`src/rtl/spi_reg_bridge.sv`:
```
// spi_reg_bridge
// Decodes a two-frame register protocol carried on the SPI slave byte engine
// into a 16 x 8-bit register bank. It also drives the slave's tx_data so that
// read data is shifted out on the next CS frame.
//
// Ports:
//   clk_in    - system clock
//   rst       - asynchronous active-low reset
//   spi_cs    - raw SPI chip select (asynchronous, synchronized here)
//   rx_data   - byte received by the SPI slave
//   rx_flag   - high when the slave received a full 8 bits in the frame
//   tx_data   - byte the slave loads at the next CS fall
//   reg_wr    - one-cycle write strobe
//   reg_addr  - write address, valid with reg_wr
//   reg_wdata - write data, valid with reg_wr
//   regs_flat - register bank, register n at bits [8n+7:8n]
//   err_cnt   - saturating protocol error counter
//   busy      - high while a transaction is open (state != IDLE)
//
// Command byte: bit7 = read(1)/write(0), bits6:4 must be 000, bits3:0 = address.
// Registers 0 (DEV_ID) and 1 (status) are read-only.

module spi_reg_bridge #(
  parameter logic [7:0]  DEV_ID     = 8'hA5,
  parameter int          SAMPLE_DLY = 3,
  parameter logic [15:0] TIMEOUT    = 16'd50000
) (
  input  logic         clk_in,
  input  logic         rst,
  input  logic         spi_cs,
  input  logic [7:0]   rx_data,
  input  logic         rx_flag,
  output logic [7:0]   tx_data,
  output logic         reg_wr,
  output logic [3:0]   reg_addr,
  output logic [7:0]   reg_wdata,
  output logic [127:0] regs_flat,
  output logic [7:0]   err_cnt,
  output logic         busy
);

  typedef enum logic [1:0] {
    IDLE      = 2'd0,
    WAIT_DATA = 2'd1,
    WAIT_READ = 2'd2
  } state_t;

  state_t      state;
  state_t      state_next;

  logic        cs_s1;
  logic        cs_s2;
  logic        cs_d;
  logic        cs_rise;

  logic [7:0]  cap_cnt;
  logic        capture;
  logic        frame_drop;
  logic        byte_ok;
  logic        byte_short;

  logic [15:0] to_cnt;
  logic        timeout;

  logic [3:0]  addr_q;
  logic [7:0]  bank [0:15];
  logic [7:0]  status_val;
  logic [7:0]  read_val;

  logic        latch_addr;
  logic        load_read;
  logic        clear_tx;
  logic        do_write;
  logic        fsm_err;
  logic        err_inc;

  // Two-flop synchronizer plus edge register for the chip select. The flops
  // reset high (CS idle) so that leaving reset never looks like a CS rise.
  always_ff @(posedge clk_in or negedge rst) begin
    if (!rst) begin
      cs_s1 <= 1'b1;
      cs_s2 <= 1'b1;
      cs_d  <= 1'b1;
    end else begin
      cs_s1 <= spi_cs;
      cs_s2 <= cs_s1;
      cs_d  <= cs_s2;
    end
  end

  assign cs_rise = cs_s2 & ~cs_d;

  // Capture delay counter: loaded on every CS rise, counts down to zero.
  // A count of zero means idle; the capture fires while the count is 1.
  always_ff @(posedge clk_in or negedge rst) begin
    if (!rst) begin
      cap_cnt <= '0;
    end else if (cs_rise) begin
      cap_cnt <= 8'(SAMPLE_DLY);
    end else if (cap_cnt != 8'd0) begin
      cap_cnt <= cap_cnt - 8'd1;
    end
  end

  // A CS rise that lands while a capture is still pending restarts the
  // counter, so the pending frame is dropped and counted as an error.
  assign frame_drop = cs_rise && (cap_cnt != 8'd0);
  assign capture    = (cap_cnt == 8'd1) && !cs_rise;
  assign byte_ok    = capture && rx_flag;
  assign byte_short = capture && !rx_flag;

  // Inter-frame timeout counter, cleared in IDLE and on every good byte.
  always_ff @(posedge clk_in or negedge rst) begin
    if (!rst) begin
      to_cnt <= '0;
    end else if ((state == IDLE) || byte_ok) begin
      to_cnt <= '0;
    end else begin
      to_cnt <= to_cnt + 16'd1;
    end
  end

  assign timeout = (state != IDLE) && (to_cnt == (TIMEOUT - 16'd1));
  assign busy    = (state != IDLE);

  // Read mux: register 1 is a live status value, register 0 is constant.
  assign status_val = {busy, 3'b000, err_cnt[3:0]};

  always_comb begin
    read_val = bank[rx_data[3:0]];
    case (rx_data[3:0])
      4'd0:    read_val = DEV_ID;
      4'd1:    read_val = status_val;
      default: read_val = bank[rx_data[3:0]];
    endcase
  end

  // State register.
  always_ff @(posedge clk_in or negedge rst) begin
    if (!rst) begin
      state <= IDLE;
    end else begin
      state <= state_next;
    end
  end

  // Next-state and control decode. Captures are tested before the timeout,
  // so a capture that coincides with the timeout wins.
  always_comb begin
    state_next = state;
    latch_addr = 1'b0;
    load_read  = 1'b0;
    clear_tx   = 1'b0;
    do_write   = 1'b0;
    fsm_err    = 1'b0;
    case (state)
      IDLE: begin
        if (byte_ok) begin
          if (rx_data[6:4] != 3'b000) begin
            fsm_err = 1'b1;
          end else if (rx_data[7]) begin
            load_read  = 1'b1;
            state_next = WAIT_READ;
          end else begin
            latch_addr = 1'b1;
            state_next = WAIT_DATA;
          end
        end else if (byte_short) begin
          fsm_err = 1'b1;
        end
      end
      WAIT_DATA: begin
        if (byte_ok) begin
          if (addr_q < 4'd2) begin
            fsm_err = 1'b1;
          end else begin
            do_write = 1'b1;
          end
          state_next = IDLE;
        end else if (byte_short) begin
          fsm_err    = 1'b1;
          state_next = IDLE;
        end else if (timeout) begin
          fsm_err    = 1'b1;
          clear_tx   = 1'b1;
          state_next = IDLE;
        end
      end
      WAIT_READ: begin
        // The read data has already gone out; a short frame still clears
        // tx_data so stale read data is not replayed on a later frame.
        if (byte_ok) begin
          clear_tx   = 1'b1;
          state_next = IDLE;
        end else if (byte_short) begin
          fsm_err    = 1'b1;
          clear_tx   = 1'b1;
          state_next = IDLE;
        end else if (timeout) begin
          fsm_err    = 1'b1;
          clear_tx   = 1'b1;
          state_next = IDLE;
        end
      end
      default: begin
        state_next = IDLE;
      end
    endcase
  end

  assign err_inc = fsm_err || frame_drop;

  // Datapath: address latch, write strobe, register bank, tx_data, errors.
  always_ff @(posedge clk_in or negedge rst) begin
    if (!rst) begin
      addr_q    <= '0;
      reg_wr    <= 1'b0;
      reg_addr  <= '0;
      reg_wdata <= '0;
      tx_data   <= '0;
      err_cnt   <= '0;
      for (int i = 0; i < 16; i++) begin
        bank[i] <= '0;
      end
    end else begin
      reg_wr <= do_write;
      if (latch_addr) begin
        addr_q <= rx_data[3:0];
      end
      if (do_write) begin
        reg_addr     <= addr_q;
        reg_wdata    <= rx_data;
        bank[addr_q] <= rx_data;
      end
      if (load_read) begin
        tx_data <= read_val;
      end else if (clear_tx) begin
        tx_data <= 8'h00;
      end
      if (err_inc && (err_cnt != 8'hFF)) begin
        err_cnt <= err_cnt + 8'd1;
      end
    end
  end

  // Flattened view of the bank with the two read-only registers overlaid.
  always_comb begin
    regs_flat = '0;
    for (int n = 2; n < 16; n++) begin
      regs_flat[8*n +: 8] = bank[n];
    end
    regs_flat[7:0]  = DEV_ID;
    regs_flat[15:8] = status_val;
  end

endmodule

```
`config.mk`:
```
export PLATFORM = sky130hd
export DESIGN_NAME = spi_reg_bridge
export DESIGN_NICKNAME = d
export VERILOG_FILES = /design/src/rtl/spi_reg_bridge.sv
export SDC_FILE = /design/constraint.sdc
export NUM_CORES = 1
export LEC_CHECK = 0
export CORE_MARGIN = 4
export CORE_UTILIZATION = 48
export DETAILED_ROUTE_END_ITERATION = 12
export PLACE_DENSITY = 0.86
export SLEW_MARGIN = 20
export SYNTH_ARGS = -nofsm -noshare
export SYNTH_HDL_FRONTEND = slang
export SYNTH_SLANG_ARGS = --single-unit
```
`constraint.sdc`:
```
create_clock -name clk_in -period 2.57 [get_ports clk_in]
set_clock_uncertainty 0.05 [all_clocks]
set_input_delay 0.514 -clock clk_in [delete_from_list [all_inputs] [get_ports clk_in]]
set_output_delay 0.514 -clock clk_in [all_outputs]
set_load 0.01 [all_outputs]
```
==> results.md <==
* Pin count of the biggest net entering global routing at 62
* LEAKAGE at 0.00521 µW
* # DRC at 0
* Final Cycle Share at 96.8%
* Hold_buf cts at 0
* Post-synth top cells: dfrtp_1, mux2_2, buf_4
* Max VDD drop at 0.514 mV
* Cell Area, Placed at 0.0109 mm²
* CTS tree: done
* Rows at 50
* Failing checks: negative hold slack
* WP data required at 2830 ps
* Setup total negative slack at 0 ps
* Synth area leaders: dfrtp_1, mux2_2, buf_4, mux4_2, xor2_1
* Worst Tran Pin Value at 536 ps
* Clk pin slew, worst setup/hold paths at 70 ps
* Status: finished with violations
* N_diodes at 0
* Ports at 170
* YS warnings at 0
* Hpwl dp at 16800 µm
* CP startpoint kind: flop
* Initial antenna violation count at 0
* Total CTS buffers at 17
* Post-synth EDFFs at 0
* Crit path DAT at 2740 ps
* Critical Path Source: to_cnt[12]
* Post-route insts no fill at 1091
* GRT Util Overall at 22.2%
* TritonCTS Sinks at 182
* Place WS at -85.0 ps
* Max-cap viol count at 0
* Synth cell types at 61
* H-tree Lvls at 4
* Crit-path slowest cell: or4b_1
* Crit. End Element: flop
* Routed len/inst at 21.7 µm
* Die area at 0.0219 mm²
* # setup viols final at 0
* Die H at 148 µm
* Slew Viols, Final at 0
* Kind of critical path: flop to flop
* CP Max Fanout at 4
* Met1 usage at 29.7%
* Flop2flop setup slack at 80 ps
* Grt ovf at 0
* Later-pin clock latency in the skew report at 440 ps
* Hold slack at -3.71 ps
* Register area share after synthesis at 48.5%
* Flops & latches, synth at 182
* Delay-heaviest family, CP: simple AND/OR/NAND/NOR gates
* Met2 Use GR at 35.8%
* Synthesized cell area at 0.00940 mm²
* Root buf cell: clkbuf_16
* Total wire length at 23700 µm
* Die width at 148 µm
* R2r worst-path depth at 6
* Slowest stage delay, CP at 520 ps
* Post-synth top flop: dfrtp_1
* I/O Buffers at 158
* Min Tclk post-route at 2490 ps
* Syn-to-layout area delta at 23.1%
* Worst path cell trace: or4b_1, or4_4, o31a_1, o21ai_4, and2_2, mux2_1
* Critical R2R Capture: err_cnt[1]
* Layout net count at 839
* Global-route wire length before repair at 37100 µm
* Final Power at 7310 µW
* Synth area leader: dfrtp_1
* Ys async rst share at 100%
* FF-to-FF Start: to_cnt[12]
* Avg Cell Area, Syn at 12.8 µm²
* PD cells at 632 mW/mm²
* Met3 Use GR at 7.17%
* Top cell type's share of synthesized area at 47.7%
* Drt first pass iters at 5
* Most Used Layer, Global Route: met2
* Most used standard cell by instance count after synthesis: dfrtp_1
* Critical path depth at 6
* Iter 0 DRT Violations at 362
* Clk buf depth at 2
* Setup crit end: err_cnt[1]
* Relative max-transition margin at 64.2%
* Number of routed nets with antenna violations at 0
* Number of global-route vias before repair at 6182
* Placer congestion estimate at 0.865
* Layout cells sized above 1 at 35.6%
* Placed cells at 1058
* Vias per cell at 5.42
* Vias at 5916
* Fmax achieved at 0.402 GHz
* Initial Util at 49.6%
* Final worst slack at 82.3 ps
* Worst Hold Class: input pin to asynchronous set/reset pin
* Mapped Cells at 732
* Endpoints failing hold at 4
* # fillers at 1405
* Core area at 0.0190 mm²
* RSZ-0062 raised after global routing: false
* Final Cell Area at 0.0116 mm²
* Crit path buffers/inverters at 0
timing repair:
item | CTS | global route
resized for setup | 3 | 6
pin swaps | 0 | 4
endpoints found under the setup margin | 13 | 118
buffers inserted | 0 | 1
cell usage in the layout (no fill, tap or decap), types with 3 or more instances in the layout:
master and count:
dfrtp_1 179, clkdlybuf4s50_1 153, mux2_2 132, buf_4 50, mux4_2 31, nor2_1 24, nand2_1 21, clkbuf_16 17
buf_12 16, xor2_1 15, inv_1 14, a21oi_1 11, conb_1 11, nand3_1 10, ha_1 9, nor2_2 8
mux2i_1 7, o21ai_0 6, nor2b_1 6, nand2b_1 5, xnor2_1 5, nor3_1 5, o2bb2ai_1 5, or3_1 4
and3_1 4, nand4_1 4, nor4b_4 4, a211oi_1 4, clkinv_4 4, nor4_1 3, a221oi_1 3, inv_6 3
dfstp_2 3
sequential cells by signal, summed over array words and instances (netlist names):
name / count
regs_flat: 112
reg_addr: 4
reg_wdata: 8
to_cnt: 16
bank: 8
cs_s2: 1
err_cnt: 8
tx_data: 8
addr_q: 4
cs_s1: 1
state: 2
reg_wr: 1
cap_cnt: 8
cs_d: 1
where the power goes:
| part | total [µW] | internal [µW] | switching [µW] | leakage, µW |
|---|---|---|---|---|
| Combinational | 1380 | 660 | 721 | 0.00240 |
| Sequential | 3230 | 3010 | 214 | 0.00251 |
| Clock | 2700 | 1520 | 1180 | 0.000305 |
routing by layer:
layer | wire length (µm) | vias to the layer above
met1 | 10000 | 3066
met3 | 1830 | 20
li1 | - | 2624
met5 | 0 | -
met4 | 244 | 0
met2 | 11600 | 206
through the flow:
step           utilization (%)  hold slack [ps]
2_1_floorplan                -              168
3_3_place_gp              57.6              300
3_5_place_dp              57.6              299
4_1_cts                   60.9             5.18
5_1_grt                   61.0             27.8
6_report                  61.0            -3.71
worst min path at each step:
stage                     start           to  slack, ps  cells past startpoint
after global routing        rst   err_cnt[0]         30                      1
after CTS                   rst  reg_addr[1]          5                      1
after detailed placement  cs_s1        cs_s2        300                      0
after global placement    cs_s1        cs_s2        300                      0
after floorplan             rst    addr_q[0]        170                      0
final                       rst   to_cnt[15]         -4                      1
final cells by class:
cell class,count,area [µm²],area share [%]
clock inverter,13,165,1.43
clock buffer,19,453,3.92
timing repair buffer,225,2280,19.7
sequential,182,4560,39.4
multi-input combinational,377,3720,32.2
tap,260,325,2.81
inverter,15,60.1,0.519
cells by family after synthesis:
group | Yosys count | synth area share (%)
adders and majority gates | 9 | 1.20
buffers and inverters | 182 | 12.4
DFF | 182 | 48.5
AOI/OAI and AO/OA | 46 | 3.55
xor gates and xnor gates | 20 | 1.86
muxes | 172 | 24.3
other | 2 | 0.0799
and+or+nand+nor | 119 | 8.09
Note: power is estimated with default switching activity, not from simulation.
